--- src/rtl/mdr_rs_if.sv ---
`default_nettype none
// ============================================================================
// Module      : mdr_rs_if
// Description : Bundle of the signals between the multiply reservation
//               station, its dispatch/CDB environment and the multiplier.
//               slave  : the reservation station side
//               master : the environment (dispatch, CDB, multiplier) side
// Revision    : 1.0  initial release
// ============================================================================
interface mdr_rs_if;
    // Pipeline control
    logic        flush;
    // Dispatch handshake and payload
    logic        disp_valid;
    logic        disp_ready;
    logic [2:0]  disp_funct3;
    logic [2:0]  disp_rob_idx;
    logic        disp_rs1_rdy;
    logic [2:0]  disp_rs1_tag;
    logic [31:0] disp_rs1_val;
    logic        disp_rs2_rdy;
    logic [2:0]  disp_rs2_tag;
    logic [31:0] disp_rs2_val;
    // Common data bus broadcast
    logic        cdb_valid;
    logic [2:0]  cdb_tag;
    logic [31:0] cdb_data;
    // Multiplier issue side
    logic        mdr_start;
    logic [2:0]  mdr_funct3;
    logic [31:0] mdr_rs1_data;
    logic [31:0] mdr_rs2_data;
    logic [2:0]  exe_rob_idx;
    logic        mdr_o_valid;
    logic        mdr_squash;

    modport slave (
        input  flush,
        input  disp_valid, disp_funct3, disp_rob_idx,
        input  disp_rs1_rdy, disp_rs1_tag, disp_rs1_val,
        input  disp_rs2_rdy, disp_rs2_tag, disp_rs2_val,
        input  cdb_valid, cdb_tag, cdb_data,
        input  mdr_o_valid,
        output disp_ready,
        output mdr_start, mdr_funct3, mdr_rs1_data, mdr_rs2_data, exe_rob_idx,
        output mdr_squash
    );

    modport master (
        output flush,
        output disp_valid, disp_funct3, disp_rob_idx,
        output disp_rs1_rdy, disp_rs1_tag, disp_rs1_val,
        output disp_rs2_rdy, disp_rs2_tag, disp_rs2_val,
        output cdb_valid, cdb_tag, cdb_data,
        output mdr_o_valid,
        input  disp_ready,
        input  mdr_start, mdr_funct3, mdr_rs1_data, mdr_rs2_data, exe_rob_idx,
        input  mdr_squash
    );
endinterface
`default_nettype wire

--- src/rtl/mdr_rs.sv ---
`default_nettype none
// ============================================================================
// Module      : mdr_rs
// Description : Reservation station in front of a multi-cycle multiplier.
//               Holds DEPTH waiting ops, wakes operands from the CDB, and
//               issues one op at a time to the multiplier (IDLE/BUSY).
// Ports       : clk  - clock, rising edge
//               rst  - synchronous active-high reset
//               bus  - mdr_rs_if.slave: flush, dispatch handshake/payload,
//                      CDB broadcast, multiplier start/operands/done/squash
// Parameters  : DEPTH - number of entries (power of two, 2..8)
// Options     : MDR_RS_AGE_EN - when defined, issue the oldest ready entry
//               (age matrix); otherwise the lowest-index ready entry.
// Revision    : 1.0  initial release
// ============================================================================
module mdr_rs #(
    parameter int DEPTH = 4
) (
    input  logic     clk,
    input  logic     rst,
    mdr_rs_if.slave  bus
);

    localparam int IDXW = $clog2(DEPTH);

    typedef enum logic [0:0] {
        ST_IDLE = 1'b0,
        ST_BUSY = 1'b1
    } state_t;

    // ------------------------------------------------------------------
    // Entry storage
    // ------------------------------------------------------------------
    logic [DEPTH-1:0] valid_q;
    logic [DEPTH-1:0] rs1_rdy_q;
    logic [DEPTH-1:0] rs2_rdy_q;
    logic [2:0]       funct3_q  [DEPTH];
    logic [2:0]       rob_q     [DEPTH];
    logic [2:0]       rs1_tag_q [DEPTH];
    logic [2:0]       rs2_tag_q [DEPTH];
    logic [31:0]      rs1_val_q [DEPTH];
    logic [31:0]      rs2_val_q [DEPTH];

    // Issue unit state and the registered multiplier-facing outputs
    state_t           state_q;
    logic             start_q;
    logic             squash_q;
    logic [2:0]       iss_funct3_q;
    logic [2:0]       iss_rob_q;
    logic [31:0]      iss_rs1_q;
    logic [31:0]      iss_rs2_q;

    // ------------------------------------------------------------------
    // Dispatch side
    // ------------------------------------------------------------------
    logic             w_full;
    logic             w_disp_fire;
    logic [IDXW-1:0]  w_free_idx;
    logic             w_byp1;
    logic             w_byp2;
    logic             w_d_rs1_rdy;
    logic             w_d_rs2_rdy;
    logic [31:0]      w_d_rs1_val;
    logic [31:0]      w_d_rs2_val;

    // Readiness comes only from registered valid bits, so a slot freed by
    // issue this cycle is not offered to dispatch until the next cycle.
    assign w_full          = &valid_q;
    assign bus.disp_ready  = ~w_full;
    assign w_disp_fire     = bus.disp_valid & ~w_full & ~bus.flush;

    // Lowest-index free slot (descending scan so the lowest one wins).
    always_comb begin
        w_free_idx = '0;
        for (int i = DEPTH - 1; i >= 0; i--) begin
            if (!valid_q[i]) begin
                w_free_idx = IDXW'(i);
            end
        end
    end

    // An operand still waiting at dispatch may be produced on the CDB in
    // the very same cycle; capture it here or the broadcast would be lost.
    assign w_byp1      = ~bus.disp_rs1_rdy & bus.cdb_valid & (bus.disp_rs1_tag == bus.cdb_tag);
    assign w_byp2      = ~bus.disp_rs2_rdy & bus.cdb_valid & (bus.disp_rs2_tag == bus.cdb_tag);
    assign w_d_rs1_rdy = bus.disp_rs1_rdy | w_byp1;
    assign w_d_rs2_rdy = bus.disp_rs2_rdy | w_byp2;
    assign w_d_rs1_val = w_byp1 ? bus.cdb_data : bus.disp_rs1_val;
    assign w_d_rs2_val = w_byp2 ? bus.cdb_data : bus.disp_rs2_val;

    // ------------------------------------------------------------------
    // Selection
    // ------------------------------------------------------------------
    logic [DEPTH-1:0] w_ready_vec;
    logic             w_can_sel;
    logic             w_sel_valid;
    logic [IDXW-1:0]  w_sel_idx;
    logic             w_sel_fire;

    // Registered ready bits only: an operand woken this cycle becomes
    // selectable next cycle.
    assign w_ready_vec = valid_q & rs1_rdy_q & rs2_rdy_q;

    // A done pulse frees the unit in the same cycle so back-to-back ops
    // lose no cycle. Nothing issues in a flush cycle: the waiting entries
    // are being squashed.
    assign w_can_sel  = ~bus.flush &
                        ((state_q == ST_IDLE) | ((state_q == ST_BUSY) & bus.mdr_o_valid));
    assign w_sel_fire = w_can_sel & w_sel_valid;

`ifdef MDR_RS_AGE_EN
    // older_q[i][j] set means entry i was dispatched before entry j.
    // Rows/columns of free slots hold stale bits; they are rewritten when
    // the slot is next dispatched and are masked by w_ready_vec meanwhile.
    logic [DEPTH-1:0] older_q [DEPTH];

    always_comb begin
        logic w_beaten;
        w_sel_valid = 1'b0;
        w_sel_idx   = '0;
        w_beaten    = 1'b0;
        for (int i = 0; i < DEPTH; i++) begin
            w_beaten = 1'b0;
            for (int j = 0; j < DEPTH; j++) begin
                if ((j != i) && w_ready_vec[j] && older_q[j][i]) begin
                    w_beaten = 1'b1;
                end
            end
            if (w_ready_vec[i] && !w_beaten && !w_sel_valid) begin
                w_sel_valid = 1'b1;
                w_sel_idx   = IDXW'(i);
            end
        end
    end

    // A newly dispatched entry is younger than everything already present.
    always_ff @(posedge clk) begin
        if (rst) begin
            for (int i = 0; i < DEPTH; i++) begin
                older_q[i] <= '0;
            end
        end else if (w_disp_fire) begin
            for (int j = 0; j < DEPTH; j++) begin
                if (IDXW'(j) != w_free_idx) begin
                    older_q[w_free_idx][j] <= 1'b0;
                    older_q[j][w_free_idx] <= 1'b1;
                end
            end
        end
    end
`else
    // Fixed priority: lowest-index ready entry.
    always_comb begin
        w_sel_valid = 1'b0;
        w_sel_idx   = '0;
        for (int i = 0; i < DEPTH; i++) begin
            if (w_ready_vec[i] && !w_sel_valid) begin
                w_sel_valid = 1'b1;
                w_sel_idx   = IDXW'(i);
            end
        end
    end
`endif

    // ------------------------------------------------------------------
    // Entries, issue FSM and issue register
    // ------------------------------------------------------------------
    always_ff @(posedge clk) begin
        if (rst) begin
            valid_q      <= '0;
            state_q      <= ST_IDLE;
            start_q      <= 1'b0;
            squash_q     <= 1'b0;
            iss_funct3_q <= '0;
            iss_rob_q    <= '0;
            iss_rs1_q    <= '0;
            iss_rs2_q    <= '0;
        end else begin
            start_q <= w_sel_fire;

            // Operand wakeup from the CDB.
            for (int i = 0; i < DEPTH; i++) begin
                if (valid_q[i] && !rs1_rdy_q[i] && bus.cdb_valid &&
                    (rs1_tag_q[i] == bus.cdb_tag)) begin
                    rs1_rdy_q[i] <= 1'b1;
                    rs1_val_q[i] <= bus.cdb_data;
                end
                if (valid_q[i] && !rs2_rdy_q[i] && bus.cdb_valid &&
                    (rs2_tag_q[i] == bus.cdb_tag)) begin
                    rs2_rdy_q[i] <= 1'b1;
                    rs2_val_q[i] <= bus.cdb_data;
                end
            end

            // Issue state. A flush while BUSY leaves the in-flight op
            // running; its eventual result is only marked stale.
            if (state_q == ST_IDLE) begin
                if (w_sel_fire) begin
                    state_q <= ST_BUSY;
                end
            end else begin
                if (bus.mdr_o_valid) begin
                    state_q  <= w_sel_fire ? ST_BUSY : ST_IDLE;
                    squash_q <= 1'b0;
                end else if (bus.flush) begin
                    squash_q <= 1'b1;
                end
            end

            if (w_sel_fire) begin
                valid_q[w_sel_idx] <= 1'b0;
                iss_funct3_q       <= funct3_q[w_sel_idx];
                iss_rob_q          <= rob_q[w_sel_idx];
                iss_rs1_q          <= rs1_val_q[w_sel_idx];
                iss_rs2_q          <= rs2_val_q[w_sel_idx];
            end

            if (bus.flush) begin
                valid_q <= '0;
            end

            // Dispatch targets a slot that was free this cycle, so it never
            // collides with the entry being issued or woken.
            if (w_disp_fire) begin
                valid_q[w_free_idx]   <= 1'b1;
                funct3_q[w_free_idx]  <= bus.disp_funct3;
                rob_q[w_free_idx]     <= bus.disp_rob_idx;
                rs1_rdy_q[w_free_idx] <= w_d_rs1_rdy;
                rs1_tag_q[w_free_idx] <= bus.disp_rs1_tag;
                rs1_val_q[w_free_idx] <= w_d_rs1_val;
                rs2_rdy_q[w_free_idx] <= w_d_rs2_rdy;
                rs2_tag_q[w_free_idx] <= bus.disp_rs2_tag;
                rs2_val_q[w_free_idx] <= w_d_rs2_val;
            end
        end
    end

    assign bus.mdr_start    = start_q;
    assign bus.mdr_squash   = squash_q;
    assign bus.mdr_funct3   = iss_funct3_q;
    assign bus.exe_rob_idx  = iss_rob_q;
    assign bus.mdr_rs1_data = iss_rs1_q;
    assign bus.mdr_rs2_data = iss_rs2_q;

endmodule
`default_nettype wire

--- src/flat_wrapper.sv ---
// flat-port wrapper written by rule: the top's interface ports become plain ports
module mdr_rs_flat 
#(
    parameter int DEPTH = 4
)
  (clk, rst, bus_flush, bus_disp_valid, bus_disp_funct3, bus_disp_rob_idx, bus_disp_rs1_rdy, bus_disp_rs1_tag, bus_disp_rs1_val, bus_disp_rs2_rdy, bus_disp_rs2_tag, bus_disp_rs2_val, bus_cdb_valid, bus_cdb_tag, bus_cdb_data, bus_mdr_o_valid, bus_disp_ready, bus_mdr_start, bus_mdr_funct3, bus_mdr_rs1_data, bus_mdr_rs2_data, bus_exe_rob_idx, bus_mdr_squash);
  mdr_rs_if bus_i ();
  input  logic clk;
  input  logic rst;
  input wire logic [$bits(bus_i.flush)-1:0] bus_flush;
  input wire logic [$bits(bus_i.disp_valid)-1:0] bus_disp_valid;
  input wire logic [$bits(bus_i.disp_funct3)-1:0] bus_disp_funct3;
  input wire logic [$bits(bus_i.disp_rob_idx)-1:0] bus_disp_rob_idx;
  input wire logic [$bits(bus_i.disp_rs1_rdy)-1:0] bus_disp_rs1_rdy;
  input wire logic [$bits(bus_i.disp_rs1_tag)-1:0] bus_disp_rs1_tag;
  input wire logic [$bits(bus_i.disp_rs1_val)-1:0] bus_disp_rs1_val;
  input wire logic [$bits(bus_i.disp_rs2_rdy)-1:0] bus_disp_rs2_rdy;
  input wire logic [$bits(bus_i.disp_rs2_tag)-1:0] bus_disp_rs2_tag;
  input wire logic [$bits(bus_i.disp_rs2_val)-1:0] bus_disp_rs2_val;
  input wire logic [$bits(bus_i.cdb_valid)-1:0] bus_cdb_valid;
  input wire logic [$bits(bus_i.cdb_tag)-1:0] bus_cdb_tag;
  input wire logic [$bits(bus_i.cdb_data)-1:0] bus_cdb_data;
  input wire logic [$bits(bus_i.mdr_o_valid)-1:0] bus_mdr_o_valid;
  output wire logic [$bits(bus_i.disp_ready)-1:0] bus_disp_ready;
  output wire logic [$bits(bus_i.mdr_start)-1:0] bus_mdr_start;
  output wire logic [$bits(bus_i.mdr_funct3)-1:0] bus_mdr_funct3;
  output wire logic [$bits(bus_i.mdr_rs1_data)-1:0] bus_mdr_rs1_data;
  output wire logic [$bits(bus_i.mdr_rs2_data)-1:0] bus_mdr_rs2_data;
  output wire logic [$bits(bus_i.exe_rob_idx)-1:0] bus_exe_rob_idx;
  output wire logic [$bits(bus_i.mdr_squash)-1:0] bus_mdr_squash;
  assign bus_i.flush = bus_flush;
  assign bus_i.disp_valid = bus_disp_valid;
  assign bus_i.disp_funct3 = bus_disp_funct3;
  assign bus_i.disp_rob_idx = bus_disp_rob_idx;
  assign bus_i.disp_rs1_rdy = bus_disp_rs1_rdy;
  assign bus_i.disp_rs1_tag = bus_disp_rs1_tag;
  assign bus_i.disp_rs1_val = bus_disp_rs1_val;
  assign bus_i.disp_rs2_rdy = bus_disp_rs2_rdy;
  assign bus_i.disp_rs2_tag = bus_disp_rs2_tag;
  assign bus_i.disp_rs2_val = bus_disp_rs2_val;
  assign bus_i.cdb_valid = bus_cdb_valid;
  assign bus_i.cdb_tag = bus_cdb_tag;
  assign bus_i.cdb_data = bus_cdb_data;
  assign bus_i.mdr_o_valid = bus_mdr_o_valid;
  assign bus_disp_ready = bus_i.disp_ready;
  assign bus_mdr_start = bus_i.mdr_start;
  assign bus_mdr_funct3 = bus_i.mdr_funct3;
  assign bus_mdr_rs1_data = bus_i.mdr_rs1_data;
  assign bus_mdr_rs2_data = bus_i.mdr_rs2_data;
  assign bus_exe_rob_idx = bus_i.exe_rob_idx;
  assign bus_mdr_squash = bus_i.mdr_squash;
  mdr_rs #(.DEPTH(DEPTH)) u_core (.clk(clk), .rst(rst), .bus(bus_i));
endmodule
--- config.mk ---
export PLATFORM = sky130hd
export DESIGN_NAME = mdr_rs_flat
export DESIGN_NICKNAME = d
export VERILOG_FILES = /design/src/rtl/mdr_rs_if.sv /design/src/rtl/mdr_rs.sv /design/src/flat_wrapper.sv
export SDC_FILE = /design/constraint.sdc
export NUM_CORES = 1
export LEC_CHECK = 0
export CELL_PAD_IN_SITES_DETAIL_PLACEMENT = 1
export CELL_PAD_IN_SITES_GLOBAL_PLACEMENT = 2
export CORE_UTILIZATION = 44
export CTS_CLUSTER_SIZE = 8
export DETAILED_ROUTE_END_ITERATION = 8
export HOLD_SLACK_MARGIN = 0.03
export PLACE_DENSITY_LB_ADDON = 0.3
export SETUP_SLACK_MARGIN = 0.02
export SYNTH_ARGS = -nofsm -noshare
export SYNTH_HDL_FRONTEND = slang
export SYNTH_SLANG_ARGS = --single-unit
--- constraint.sdc ---
create_clock -name clk -period 5.99 [get_ports clk]
set_input_delay 0.599 -clock clk [delete_from_list [all_inputs] [get_ports clk]]
set_output_delay 0.599 -clock clk [all_outputs]
set_load 0.005 [all_outputs]
==> impl_metrics.yaml <==
logic_synthesis:
  ys_top_cells_by_count: "edfxtp_1, a21oi_1, mux2_2"
  syn_nets: 1349
  synth_area_leaders: "edfxtp_1, mux2_4, dfxtp_1"
  synthFlopType: "edfxtp_1"
  synth_cells: 1230
  synth_seq_cells: 389
  post-synth-top-area-cell: "edfxtp_1"
  syn_area_mm2: 0.0181
  ys_seq_area_frac: 0.604
  syn_area_per_cell_um2: 14.7
  synth_most_common_cell: "edfxtp_1"
  async_flop_share: 0
  synth_top_area_frac: 0.519
  yosys_warnings: 0
  synth_cell_types: 44
  synth-edff-count: 312
power:
  power_mw: 6.31
  p_seq_frac: 0.473
  p_comb_frac: 0.074
  powerDensity_mw_per_mm2: 290
  internal_power_mw: 4.90
  switching_share: 0.222
  power.leakage_nw: 7.59
  power_frac_clock: 0.453
  peakVddDrop_uv: 226
  p_sw_mw: 1.40
clock_network:
  cts_setup_buffers: 0
  cts-root-buf: "clkbuf_16"
  clk_pin_slew_ns: 0.05
  clock_sinks: 389
  clock_latency_ns: 0.59
  cts_hold_buf: 0
  clock_path_buffers: 3
  htree_levels: 2
  numCtsBuffers: 54
  cts_tree: "done"
  cts_resized: 0
die:
  initial_core_util: 0.451
  ios: 192
  chipHeight_um: 205
  row_count: 73
  core_area_mm2: 0.0401
  die-area_mm2: 0.0419
  die_w_um: 205
grt:
  grt_start_max_net_pins: 73
  grt_first_pass_wirelength_um: 80800
  grtUsageTotal: 0.264
  gr-total-overflow: 0
  grt_pass1_vias: 12700
  antenna_found_initial: 8
sta:
  fin_setup_tns_ns: 0
  clock_skew_ns: 0.0164
  worst_hold_slack_ns: 0.281
  fin_ws_ns: 2.52
  setup_violations: 0
  final_max_slew_viol_count: 0
  fin_crit_sh: 0.579
  rsz0062_at_grt: "false"
  fin_crit_ns: 3.47
  worstMarginPinSlew_ns: 1.29
  hold_viol_final: 0
  max_freq_mhz: 288
  max_slew_margin: 0.138
hold_path:
  whs_path_depth: 2
  hp-start: "rst"
  hold_class: "in2reg"
setup_path:
  start_kind: "primary input"
  cp_slowest_cell: "nor2b_4"
  worstPathCellList: "clkdlybuf4s50_1 > nor2_1 > and3_2 > nor2b_4 > buf_4 > mux2_2"
  worst_setup_path_end_kind: "flip-flop"
  reg2reg_depth: 5
  cp.required_ns: 6.32
  worstSetupStartpoint: "bus_flush"
  cp.arrival_ns: 3.80
  crit_type: "in2reg"
  r2r_start: "u_core.rs1_rdy_q[0]"
  cp_max_fo: 17
  cpPeakStageDelay_ns: 0.75
placed_design:
  dp_cells: 1858
  place_ws_ns: 1.89
  hpwl_um: 31800
  port_buffers: 191
  place_congestion: 0.803
route:
  vias_per_cell: 6.07
  wl_per_cell_um: 28.1
  drt_wl_total_um: 54900
  vias: 11900
  drcViolationCount: 0
  antenna_left: 0
  drt_iter0_markers: 729
  firstDrtPassIters: 5
cells_and_area:
  nets: 1508
  syn_to_final_growth_pct: 20.3
  drive_above_1_share: 0.256
  layout.cells.non_filler: 1958
run:
  drv_cap: 0
status:
  status: "completed"
cell type report:
cell class	instances	area, um^2
Multi-Input combinational cell	737	6570
Fill cell	3832	18400
Antenna cell	3	7.51
Tap cell	525	657
Clock inverter	3	33.8
Inverter	2	7.51
Timing Repair Buffer	205	2030
Sequential cell	389	10900
Clock buffer	94	1520
metrics by stage:
stage | utilization | area [um^2]
2_1_floorplan | - | 18100
3_3_place_gp | 0.503 | 20200
3_5_place_dp | 0.503 | 20200
4_1_cts | 0.542 | 21700
5_1_grt | 0.542 | 21700
6_report | 0.542 | 21700
sequential cells by signal, indices dropped and copies added, names as in the netlist, 3 cells and up:
register	count
u_core.bus.exe_rob_idx	3
u_core.bus.mdr_rs1_data	32
u_core.funct3_q	12
u_core.rob_q	12
u_core.valid_q	4
u_core.rs1_tag_q	12
u_core.bus.mdr_funct3	3
u_core.rs2_tag_q	12
u_core.rs2_val_q	128
u_core.rs2_rdy_q	4
u_core.bus.mdr_rs2_data	32
u_core.rs1_val_q	128
u_core.rs1_rdy_q	4
cells by family (layout without fill, tap and decap cells):
logic type	count (synthesis)	count (layout)	share of synthesized area
AND/OR/NAND/NOR	145	145	0.0421
XOR/XNOR	30	30	0.0150
flip-flops	389	389	0.604
other	0	3	0
multiplexers	256	256	0.185
AO/OA/AOI/OAI	306	306	0.117
buffers and inverters	104	304	0.0371
power by group through the flow:
stage          clock [mW]  combinational [mW]  sequential, mW
6_report             2.86               0.466            2.98
5_1_grt              3.00               0.494            2.98
4_1_cts              2.89               0.467            2.98
3_5_place_dp            0               0.463            3.04
3_3_place_gp            0               0.446            3.04
2_1_floorplan           0               0.242            3.03
path summary, 6_finish.rpt:
check	endpoint	slack (ns)
hold / removal	u_core.state_q	0.28
hold reg to reg	u_core.bus.mdr_squash	0.47
setup / recovery	u_core.rs2_val_q[2][0]	2.52
setup reg to reg	u_core.bus.mdr_rs1_data[18]	2.72
layer usage:
| metal | wire length [um] | vias up | GRT usage |
|---|---|---|---|
| met1 | 22700 | 6155 | 0.333 |
| met4 | 1420 | 6 | 0.0962 |
| li1 | - | 5213 | - |
| met2 | 27700 | 407 | 0.451 |
| met5 | 34 | - | 0 |
| met3 | 3090 | 100 | 0.0471 |
worst max-delay path: cells and delay by family:
| family | cells | cell delay [ns] |
|---|---|---|
| mux | 1 | 0.39 |
| simple gates | 3 | 1.68 |
| buf+inv | 2 | 1.08 |
layout by cell type (no fill, tap or decap), drive strengths merged, types with 9 or more instances in the layout:
| cell | count |
|---|---|
| a21oi | 142 |
| a311oi | 70 |
| and2 | 9 |
| buf | 15 |
| clkbuf | 94 |
| clkdlybuf4s50 | 190 |
| dfxtp | 77 |
| edfxtp | 312 |
| mux2 | 256 |
| nand2 | 78 |
| nand3 | 17 |
| o21ai | 9 |
| o221ai | 62 |
| xor2 | 27 |
Note: power is estimated with default switching activity, not from simulation.
